### config.mk
export PLATFORM = sky130hd
export DESIGN_NAME = mdu_iter_flat
export DESIGN_NICKNAME = d
export VERILOG_FILES = /design/src/rtl/mdu_iter_if.sv /design/src/rtl/mdu_iter.sv /design/src/flat_wrapper.sv
export SDC_FILE = /design/constraint.sdc
export NUM_CORES = 1
export LEC_CHECK = 0
export ABC_AREA = 1
export CELL_PAD_IN_SITES_DETAIL_PLACEMENT = 2
export CELL_PAD_IN_SITES_GLOBAL_PLACEMENT = 2
export CORE_ASPECT_RATIO = 0.9
export CORE_MARGIN = 2
export CORE_UTILIZATION = 29
export DETAILED_ROUTE_END_ITERATION = 10
export PLACE_DENSITY_LB_ADDON = 0.15
export SLEW_MARGIN = 25
export SYNTH_ARGS = -nofsm -noshare
export SYNTH_HDL_FRONTEND = slang
export SYNTH_SLANG_ARGS = --single-unit
### constraint.sdc
create_clock -name clk -period 5.79 [get_ports clk]
set_clock_uncertainty 0.15 [all_clocks]
set_input_delay 0.8685 -clock clk [delete_from_list [all_inputs] [get_ports clk]]
set_output_delay 0.8685 -clock clk [all_outputs]
set_load 0.005 [all_outputs]
### src/rtl/mdu_iter_if.sv
// Issue/result bundle between the EX-stage control and the iterative multiply/divide unit.
interface mdu_iter_if #(
  parameter int unsigned WIDTH = 32
);
  logic             start;
  logic [2:0]       op;
  logic [WIDTH-1:0] a;
  logic [WIDTH-1:0] b;
  logic             cancel;
  logic             busy;
  logic             done;
  logic [WIDTH-1:0] hi;
  logic [WIDTH-1:0] lo;

  modport master (
    output start, op, a, b, cancel,
    input  busy, done, hi, lo
  );

  modport slave (
    input  start, op, a, b, cancel,
    output busy, done, hi, lo
  );
endinterface

### src/rtl/mdu_iter.sv
// Iterative radix-2 multiply/divide unit with HI/LO registers: shift-add multiply,
// restoring divide, both on magnitudes with a final sign-correction cycle.
module mdu_iter #(
  parameter int unsigned WIDTH = 32,
  parameter int unsigned CNT_W = $clog2(WIDTH) + 1
) (
  input  logic      clk,
  input  logic      rst,
  mdu_iter_if.slave io_mdu
);

  typedef enum logic [1:0] {StIdle, StCalc, StFix} state_e;

  state_e             r_state, w_state_nxt;
  logic [CNT_W-1:0]   r_cnt;
  logic [2*WIDTH-1:0] r_acc;
  logic [WIDTH-1:0]   r_opb;
  logic [WIDTH-1:0]   r_hi, r_lo;
  logic               r_is_div, r_neg_q, r_neg_r, r_done;

  logic               w_issue, w_md_op, w_signed, w_a_neg, w_b_neg;
  logic [WIDTH-1:0]   w_a_mag, w_b_mag;
  logic [WIDTH:0]     w_sum, w_shift, w_diff;
  logic [2*WIDTH-1:0] w_mul_nxt, w_div_nxt, w_prod;
  logic [WIDTH-1:0]   w_quo, w_rem, w_fix_hi, w_fix_lo;

  assign w_issue  = (r_state == StIdle) && io_mdu.start && !io_mdu.cancel;
  assign w_md_op  = !io_mdu.op[2];
  assign w_signed = !io_mdu.op[0];
  assign w_a_neg  = w_signed && io_mdu.a[WIDTH-1];
  assign w_b_neg  = w_signed && io_mdu.b[WIDTH-1];
  assign w_a_mag  = w_a_neg ? -io_mdu.a : io_mdu.a;
  assign w_b_mag  = w_b_neg ? -io_mdu.b : io_mdu.b;

  // Multiply: upper half accumulates, lower half holds the multiplier shifting out.
  assign w_sum     = {1'b0, r_acc[2*WIDTH-1:WIDTH]} + {1'b0, (r_acc[0] ? r_opb : '0)};
  assign w_mul_nxt = {w_sum, r_acc[WIDTH-1:1]};

  // Divide: upper half is the partial remainder, lower half the dividend/quotient.
  assign w_shift   = {r_acc[2*WIDTH-1:WIDTH], r_acc[WIDTH-1]};
  assign w_diff    = w_shift - {1'b0, r_opb};
  assign w_div_nxt = w_diff[WIDTH] ? {w_shift[WIDTH-1:0], r_acc[WIDTH-2:0], 1'b0}
                                   : {w_diff[WIDTH-1:0], r_acc[WIDTH-2:0], 1'b1};

  assign w_prod   = r_neg_q ? -r_acc : r_acc;
  assign w_quo    = r_acc[WIDTH-1:0];
  assign w_rem    = r_acc[2*WIDTH-1:WIDTH];
  assign w_fix_hi = r_is_div ? (r_neg_r ? -w_rem : w_rem) : w_prod[2*WIDTH-1:WIDTH];
  assign w_fix_lo = r_is_div ? (r_neg_q ? -w_quo : w_quo) : w_prod[WIDTH-1:0];

  always_ff @(posedge clk or posedge rst) begin
    if (rst) r_state <= StIdle;
    else     r_state <= w_state_nxt;
  end

  always_comb begin
    w_state_nxt = r_state;
    unique case (r_state)
      StIdle:  if (w_issue && w_md_op) w_state_nxt = StCalc;
      StCalc: begin
        if (io_mdu.cancel)      w_state_nxt = StIdle;
        else if (r_cnt == '0)   w_state_nxt = StFix;
      end
      StFix:   w_state_nxt = StIdle;
      default: w_state_nxt = StIdle;
    endcase
  end

  always_comb begin
    io_mdu.busy = (r_state != StIdle);
    io_mdu.done = r_done;
    io_mdu.hi   = r_hi;
    io_mdu.lo   = r_lo;
  end

  always_ff @(posedge clk or posedge rst) begin
    if (rst) begin
      r_cnt    <= '0;
      r_acc    <= '0;
      r_opb    <= '0;
      r_hi     <= '0;
      r_lo     <= '0;
      r_is_div <= 1'b0;
      r_neg_q  <= 1'b0;
      r_neg_r  <= 1'b0;
      r_done   <= 1'b0;
    end else begin
      r_done <= (r_state == StFix) && !io_mdu.cancel;
      case (r_state)
        StIdle: begin
          if (w_issue && w_md_op) begin
            r_cnt    <= CNT_W'(WIDTH - 1);
            r_is_div <= io_mdu.op[1];
            if (io_mdu.op[1]) begin
              r_acc   <= {{WIDTH{1'b0}}, w_a_mag};
              r_opb   <= w_b_mag;
              // Divide by zero keeps the raw all-ones quotient unsigned.
              r_neg_q <= (w_a_neg ^ w_b_neg) && (io_mdu.b != '0);
              r_neg_r <= w_a_neg;
            end else begin
              r_acc   <= {{WIDTH{1'b0}}, w_b_mag};
              r_opb   <= w_a_mag;
              r_neg_q <= w_a_neg ^ w_b_neg;
              r_neg_r <= 1'b0;
            end
          end else if (w_issue && io_mdu.op == 3'd4) begin
            r_hi <= io_mdu.a;
          end else if (w_issue && io_mdu.op == 3'd5) begin
            r_lo <= io_mdu.a;
          end
        end
        StCalc: begin
          r_acc <= r_is_div ? w_div_nxt : w_mul_nxt;
          r_cnt <= r_cnt - CNT_W'(1);
        end
        StFix: begin
          if (!io_mdu.cancel) begin
            r_hi <= w_fix_hi;
            r_lo <= w_fix_lo;
          end
        end
        default: ;
      endcase
    end
  end

endmodule
### src/flat_wrapper.sv
// flat-port wrapper written by rule: the top's interface ports become plain ports
module mdu_iter_flat 
#(
  parameter int unsigned WIDTH = 32,
  parameter int unsigned CNT_W = $clog2(WIDTH) + 1
)
  (clk, rst, io_mdu_start, io_mdu_op, io_mdu_a, io_mdu_b, io_mdu_cancel, io_mdu_busy, io_mdu_done, io_mdu_hi, io_mdu_lo);
  mdu_iter_if #(.WIDTH(WIDTH)) io_mdu_i ();
  input  logic clk;
  input  logic rst;
  input wire logic [$bits(io_mdu_i.start)-1:0] io_mdu_start;
  input wire logic [$bits(io_mdu_i.op)-1:0] io_mdu_op;
  input wire logic [$bits(io_mdu_i.a)-1:0] io_mdu_a;
  input wire logic [$bits(io_mdu_i.b)-1:0] io_mdu_b;
  input wire logic [$bits(io_mdu_i.cancel)-1:0] io_mdu_cancel;
  output wire logic [$bits(io_mdu_i.busy)-1:0] io_mdu_busy;
  output wire logic [$bits(io_mdu_i.done)-1:0] io_mdu_done;
  output wire logic [$bits(io_mdu_i.hi)-1:0] io_mdu_hi;
  output wire logic [$bits(io_mdu_i.lo)-1:0] io_mdu_lo;
  assign io_mdu_i.start = io_mdu_start;
  assign io_mdu_i.op = io_mdu_op;
  assign io_mdu_i.a = io_mdu_a;
  assign io_mdu_i.b = io_mdu_b;
  assign io_mdu_i.cancel = io_mdu_cancel;
  assign io_mdu_busy = io_mdu_i.busy;
  assign io_mdu_done = io_mdu_i.done;
  assign io_mdu_hi = io_mdu_i.hi;
  assign io_mdu_lo = io_mdu_i.lo;
  mdu_iter #(.WIDTH(WIDTH), .CNT_W(CNT_W)) u_core (.clk(clk), .rst(rst), .io_mdu(io_mdu_i));
endmodule
# ---- Yosys cells after proc, flatten, opt, wreduce, memory -nomap -nowiden
# Cells that the tools add are included.
dict set report word_totals {
  ram_bits 0
  memories 0
  elab_cells 84
  register_bits 172
  latchBits 0
  romBits 0
}
dict set report classes {
  eq_ne 11
  n_lt_le_gt_ge 0
  mux 31
  div_mod_pow 0
  mul 0
  n_bitwise 1
  reduce_logical 23
  shifts 0
  addsub 8
}
# op n
set ops {}
lappend ops {{32-bit 2-to-1 mux} 16}
lappend ops {{64-bit 2-to-1 mux} 4}
lappend ops {{32-bit negation} 4}
lappend ops {{32-bit one-hot mux with 2 select lines} 2}
lappend ops {{64-bit one-hot mux with 2 select lines} 1}
lappend ops {{64-bit negation} 1}
lappend ops {{32-bit by 32-bit adder with 33-bit output} 1}
lappend ops {{33-bit by 32-bit subtractor with 33-bit output} 1}
lappend ops {{32-bit nonzero test} 1}
lappend ops {{2-bit != test (second input constant)} 6}
lappend ops {{6-bit one-hot mux with 2 select lines} 1}
lappend ops {{1-bit logical AND} 9}
lappend ops {{3-bit equality test (second input constant)} 2}
lappend ops {{6-bit zero test} 1}
lappend ops {{2-bit 2-to-1 mux} 3}
lappend ops {{6-bit 2-to-1 mux} 1}
lappend ops {{2-bit AND reduction} 3}
lappend ops {{2-bit nonzero test} 3}
lappend ops {{6-bit by 1-bit subtractor with 6-bit output (second input constant)} 1}
lappend ops {{5-bit AND reduction} 1}
lappend ops {{2-bit one-hot mux with 2 select lines} 1}
lappend ops {{4-bit AND reduction} 1}
lappend ops {{1-bit zero test} 3}
lappend ops {{3-bit by 2-bit != test with 1-bit output (second input constant)} 1}
lappend ops {{5 further kinds} 6}

# ---- Depth between registers and ports, before layout
dict set report depth {
  word_depth 8
  mapped_depth 20
  mapped_depth_nobuf 19
}

# ---- Least setup slack after synthesis
# Ideal clock, no wire load.
dict set report synth_path {
  kind {flip-flop to flip-flop}
  from {register u_core.r_acc[0]}
  to {register u_core.r_acc[49]}
  setup_time_ns 0.117
  path_slack_ns 3.032
  required_time_ns 5.523
  n_path_buf 2
  path_stages_with_launch 20
  arrival_time_ns 2.491
  path_cell_list {dfrtp_1 > buf_2 > buf_1 > nand2_1 > inv_1 > ha_1 > inv_1 > fa_1 > o21ai_0 > nand2_1 > nand2_1 > nand2_1 > nand2_1 > a21oi_1 > nand2_1 > nand2_1 > nor2_1 > nor2_1 > nand2_1 > nand2_1}
}
dict set report synth_via {
  elab_chain_cells 4
}
# item line
set synth_lines {}
lappend synth_lines {{start: declaration} mdu_iter.sv:16} ;# logic [2*WIDTH-1:0] r_acc;
lappend synth_lines {{start signal: assignment} mdu_iter.sv:95} ;# r_acc <= {{WIDTH{1'b0}}, w_a_mag};
lappend synth_lines {{start signal: assignment} mdu_iter.sv:101} ;# r_acc <= {{WIDTH{1'b0}}, w_b_mag};
lappend synth_lines {{start signal: assignment} mdu_iter.sv:113} ;# r_acc <= r_is_div ? w_div_nxt : w_mul_nxt;
lappend synth_lines {{32-bit 2-to-1 mux} mdu_iter.sv:36} ;# assign w_sum = {1'b0, r_acc[2*WIDTH-1:WIDTH]} + {1'b0, (r_acc[0] ? r_opb : '0)};
lappend synth_lines {{32-bit by 32-bit adder with 33-bit output} mdu_iter.sv:36}
lappend synth_lines {{64-bit 2-to-1 mux} mdu_iter.sv:113}
lappend synth_lines {{64-bit one-hot mux with 2 select lines} mdu_iter.sv:89} ;# case (r_state)
# No other way between the ends.
# A chain may end at the register's enable or synchronous reset.

# ---- Final worst setup path
dict set report layout_path {
  from {input port io_mdu_cancel}
  to {register u_core.r_lo[4], in the netlist u_core.io_mdu.lo[4]}
}
dict set report layout_via {
  elab_chain_cells 5
  word_cells_on_any_way 10
  classes_between {eq/ne (4); reduce/logical (6)}
}
# item line
set layout_lines {}
lappend layout_lines {{start: declaration} flat_wrapper.sv:15} ;# input wire logic [$bits(io_mdu_i.cancel)-1:0] io_mdu_cancel;
lappend layout_lines {{1-bit zero test} mdu_iter.sv:27} ;# assign w_issue = (r_state == StIdle) && io_mdu.start && !io_mdu.cancel;
lappend layout_lines {{1-bit logical AND} mdu_iter.sv:27}
lappend layout_lines {{1-bit logical AND, on equally long branches} {mdu_iter.sv:91, mdu_iter.sv:106, mdu_iter.sv:108}}
lappend layout_lines {{2-bit != test (no line)} n/a}
lappend layout_lines {{5-bit AND reduction (no line) *} n/a}
lappend layout_lines {{end signal: assignment} mdu_iter.sv:109} ;# r_lo <= io_mdu.a;
lappend layout_lines {{end signal: assignment} mdu_iter.sv:119} ;# r_lo <= w_fix_lo;
lappend layout_lines {{end: declaration} mdu_iter.sv:18} ;# logic [WIDTH-1:0] r_hi, r_lo;
# Every way passes the cells marked *; elsewhere a longest branch is shown, timed or not.

==> metrics.log <==
[metrics] final worst path period share: 64.6%
[metrics] CTS Root Buffer Type: sky130_fd_sc_hd__clkbuf_16
[metrics] die outline area: 63900 um^2
[metrics] Worst path most repeated cell: sky130_fd_sc_hd__inv_2
[metrics] crit path from: io_mdu_cancel
[metrics] total via count in the routed design: 21900
[metrics] global route total overflow: 0
[metrics] I/O pin total: 137
[metrics] count of input and output buffers: 136
[metrics] setup repair after global routing missed its margin: false
[metrics] startpoint of the lowest-slack register-to-register path: u_core.r_acc[32]
[metrics] P&R area growth vs syn: 15.5%
[metrics] CTS tree: yes
[metrics] pin slew with the least headroom to its limit: 947 ps
[metrics] Placed Instances: 3945
[metrics] Crit path buffers/inverters: 5
[metrics] time the final worst path needs with I/O delays and setup: 3740 ps
[metrics] maximum buffer depth of the clock tree: 2
[metrics] area share of xor/xnor cells in the synthesized design: 2.15%
[metrics] Worst-Skew Late Latency: 500 ps
[metrics] number of DRC markers in iteration 0: 1509
[metrics] final antenna-violating net count: 0
[metrics] kind of end point of the critical path: register
[metrics] clock transition at the registers of the reported paths: 90 ps
[metrics] antenna cells: 0
[metrics] Post-Synth Simple-Gate Area: 42.5%
[metrics] initial core utilization: 29.3%
[metrics] HPWL reported at the end of detailed placement: 84.6 mm
[metrics] initial antenna violation count: 2
[metrics] setup slack on the worst flop-to-flop path: 2160 ps
[metrics] number of max-cap violations: 0
[metrics] total DRC errors in the routed layout: 0
[metrics] register area share after synthesis: 24.0%
[metrics] Worst slew margin: 36.8%
[metrics] number of warnings issued by yosys: 0
[metrics] result of the run: complete, no violations
[metrics] total routed wirelength: 103 mm
[metrics] share of async-settable or async-resettable flops after synthesis: 100%
[metrics] count of flip-flops with a built-in enable after synthesis: 0
[metrics] Worst Reg-to-Reg Cells: 18
[metrics] post-synthesis share of cell area spent on full adders, half adders and majority gates: 5.10%
[metrics] total of hold buffers inserted after clock tree synthesis: 0
[metrics] critical-path maximum fanout: 33
[metrics] pin count of the biggest net entering global routing: 91
[metrics] largest voltage drop on the vdd net: 212 uV
[metrics] end of the critical path: u_core.io_mdu.lo[4]
[metrics] Synth cell types: 51
[metrics] Post-Synthesis Mean Instance Area: 5.80 um^2
[metrics] RD Place Congestion: 0.932
[metrics] sum of negative setup slack: 0 ps
[metrics] via count of the first global-routing pass: 23000
[metrics] horizontal die dimension: 266 um
[metrics] Vert. Die Dim: 240 um
[metrics] global-route wire length before repair: 152 mm
[metrics] cell chain of the critical path: clkdlybuf4s50_1 -> inv_1 -> nand3_1 -> nor2_2 -> buf_4 -> inv_2 -> and3_1 -> nand2_2 -> inv_2 -> nor2_1 -> a31oi_1
[metrics] final number of hold-violating endpoints: 0
[metrics] endpoint required time on the critical path: 6060 ps
[metrics] placed cell areas: 20100 um^2
[metrics] startpoint class of the critical path: input port
[metrics] WL/cell: 25.9 um
[metrics] CP delay by family, top: buffers and inverters
[metrics] Slew Viols, Final: 0
[metrics] Final nets: 3315
[metrics] number of clock sinks: 172
[metrics] arrival time of data at the critical path endpoint: 4010 ps
[metrics] crit path kind: in -> reg
[metrics] setup fix buffers added after clock tree synthesis: 0
[metrics] fraction of layout cells with a size suffix above 1: 4.02%
[metrics] endpoint of the worst-slack reg-to-reg timing path: u_core.r_acc[59]
[metrics] Overall Power: 9.54 mW
[metrics] overall routing resource usage: 32.1%
[metrics] cell count after synthesis: 3095
[metrics] # setup viols final: 0
[metrics] slowest cell on the critical path: sky130_fd_sc_hd__inv_2
[metrics] power density relative to cell area: 460 nW/um^2
[metrics] area inside the core boundary: 61200 um^2
[metrics] Seq cells post-synth: 172
[metrics] largest incremental delay on the critical path: 690 ps
[metrics] Mapped Nets: 3238
[metrics] leakage power total: 10.3 nW
[metrics] worst-case hold slack: 350 ps
[metrics] Placement Rows: 86
[metrics] Compound-Gate Fraction of Synth Area: 14.2%
[metrics] hold path cells: 2
[metrics] maximum clock frequency: 0.267 GHz
[metrics] cell area after layout: 20700 um^2
[metrics] clock buffer count from CTS: 17
[metrics] largest family of logic cells by synthesized area: simple AND/OR/NAND/NOR gates
[metrics] cell area after synthesis: 18000 um^2
[metrics] number of iterations in the first detailed-routing pass: 5
[metrics] total of cells resized after clock tree synthesis: 0
[metrics] number of standard cells in the layout, taps in and fillers out: 3977
[metrics] drt via density: 5.51
[metrics] most frequently used flop master after synthesis: sky130_fd_sc_hd__dfrtp_1
[metrics] H-tree lvl count: 4
[metrics] Levels on crit path: 11
[metrics] multiplexer fraction of the synthesized cell area: 0%
[metrics] HP Class: reg -> reg
[metrics] Filler Cell Count: 7711
==> cell type report <==
cell class	count	area [um^2]	area share (%)
multi-input combinational	2376	11500	55.5
sequential	172	4310	20.8
inverter	443	1670	8.04
timing repair buffer	162	1590	7.68
tap	792	991	4.78
clock buffer	17	425	2.05
clock inverter	15	250	1.21
==> where the power goes <==
part / internal, mW / switching [mW]
clock network: 0.747 / 0.639
registers: 1.54 / 0.647
logic: 1.88 / 4.08
total: 4.17 / 5.37
==> metal layers <==
metal	GRT usage, %	part of all wire [%]
met1	45.1	47
met2	51.3	45
met3	4.24	5.0
met4	9.30	2.5
met5	0	0
==> flip-flops by register name (all words and copies together), names as in the netlist, 2 cells and up <==
name / flops
u_core.io_mdu.lo: 32
u_core.r_cnt: 6
u_core.r_opb: 32
u_core.r_acc: 64
u_core.io_mdu.hi: 32
u_core.r_state: 2
==> synth_stat cells, drive strengths merged, types with 3 or more instances <==
library cell  count  share of area [%]
nor4              5               0.17
and3              4               0.14
a22oi            19               0.79
nand2           915                 19
or2              12               0.42
nor2            426                9.2
nand3b           11               0.46
inv             442                9.2
a21o              6               0.25
nand3           367                 10
a21boi            3               0.13
o21ai           145                4.1
o21bai           10               0.42
nand4            36                1.3
dfrtp           172                 24
o22ai             4               0.14
a21oi           181                5.1
o211ai           28                1.2
nor3             32                1.1
xnor2            14               0.68
buf              54                1.7
xor2             30                1.5
clkbuf           50                1.0
o221ai           11               0.54
a31oi            33                1.1
ha               70                4.9
==> worst min-delay path, cell delays in order (launching register included) <==
cell	delay, ps
sky130_fd_sc_hd__dfrtp_1	360
sky130_fd_sc_hd__nand2_1	50
sky130_fd_sc_hd__nand2_1	60
==> cells in the final DEF, fill, tap and decap left out, types with 36 or more instances in the layout <==
| cell type | netlist | routed |
|---|---|---|
| sky130_fd_sc_hd__inv_1 | 431 | 429 |
| sky130_fd_sc_hd__nor2_1 | 410 | 408 |
| sky130_fd_sc_hd__a21oi_1 | 179 | 179 |
| sky130_fd_sc_hd__nand2_1 | 904 | 903 |
| sky130_fd_sc_hd__nand4_1 | 36 | 36 |
| sky130_fd_sc_hd__nand3_1 | 364 | 364 |
| sky130_fd_sc_hd__ha_1 | 70 | 70 |
| sky130_fd_sc_hd__o21ai_0 | 131 | 131 |
| sky130_fd_sc_hd__dfrtp_1 | 172 | 171 |
| sky130_fd_sc_hd__clkdlybuf4s50_1 | 0 | 136 |
==> cells by family (layout without fill, tap and decap cells) <==
| kind of cell | count (synthesis) | after routing |
|---|---|---|
| fa+ha+maj | 72 | 72 |
| xor+xnor | 44 | 44 |
| compound gates | 450 | 450 |
| flops | 172 | 172 |
| simple gates | 1810 | 1810 |
| buf+inv | 547 | 637 |
==> per-stage QoR <==
stage	worst slack [ps]	utilization, %
after floorplan	111	-
after global placement	1730	32.8
after detailed placement	1560	32.8
after CTS	2100	33.9
after global routing	1800	33.9
final	2050	33.9
==> worst min path at each step <==
stage,start,end,slack [ps]
final,u_core.io_mdu.lo[1],u_core.io_mdu.lo[1],350
after global routing,u_core.r_cnt[3],u_core.r_cnt[3],390
after CTS,u_core.io_mdu.lo[22],u_core.io_mdu.lo[22],360
after detailed placement,u_core.io_mdu.lo[1],u_core.io_mdu.lo[1],330
after global placement,u_core.io_mdu.lo[14],u_core.io_mdu.lo[14],320
after floorplan,u_core.r_cnt[5],u_core.r_cnt[5],310
No activity file was read; power rests on OpenSTA's default activity.
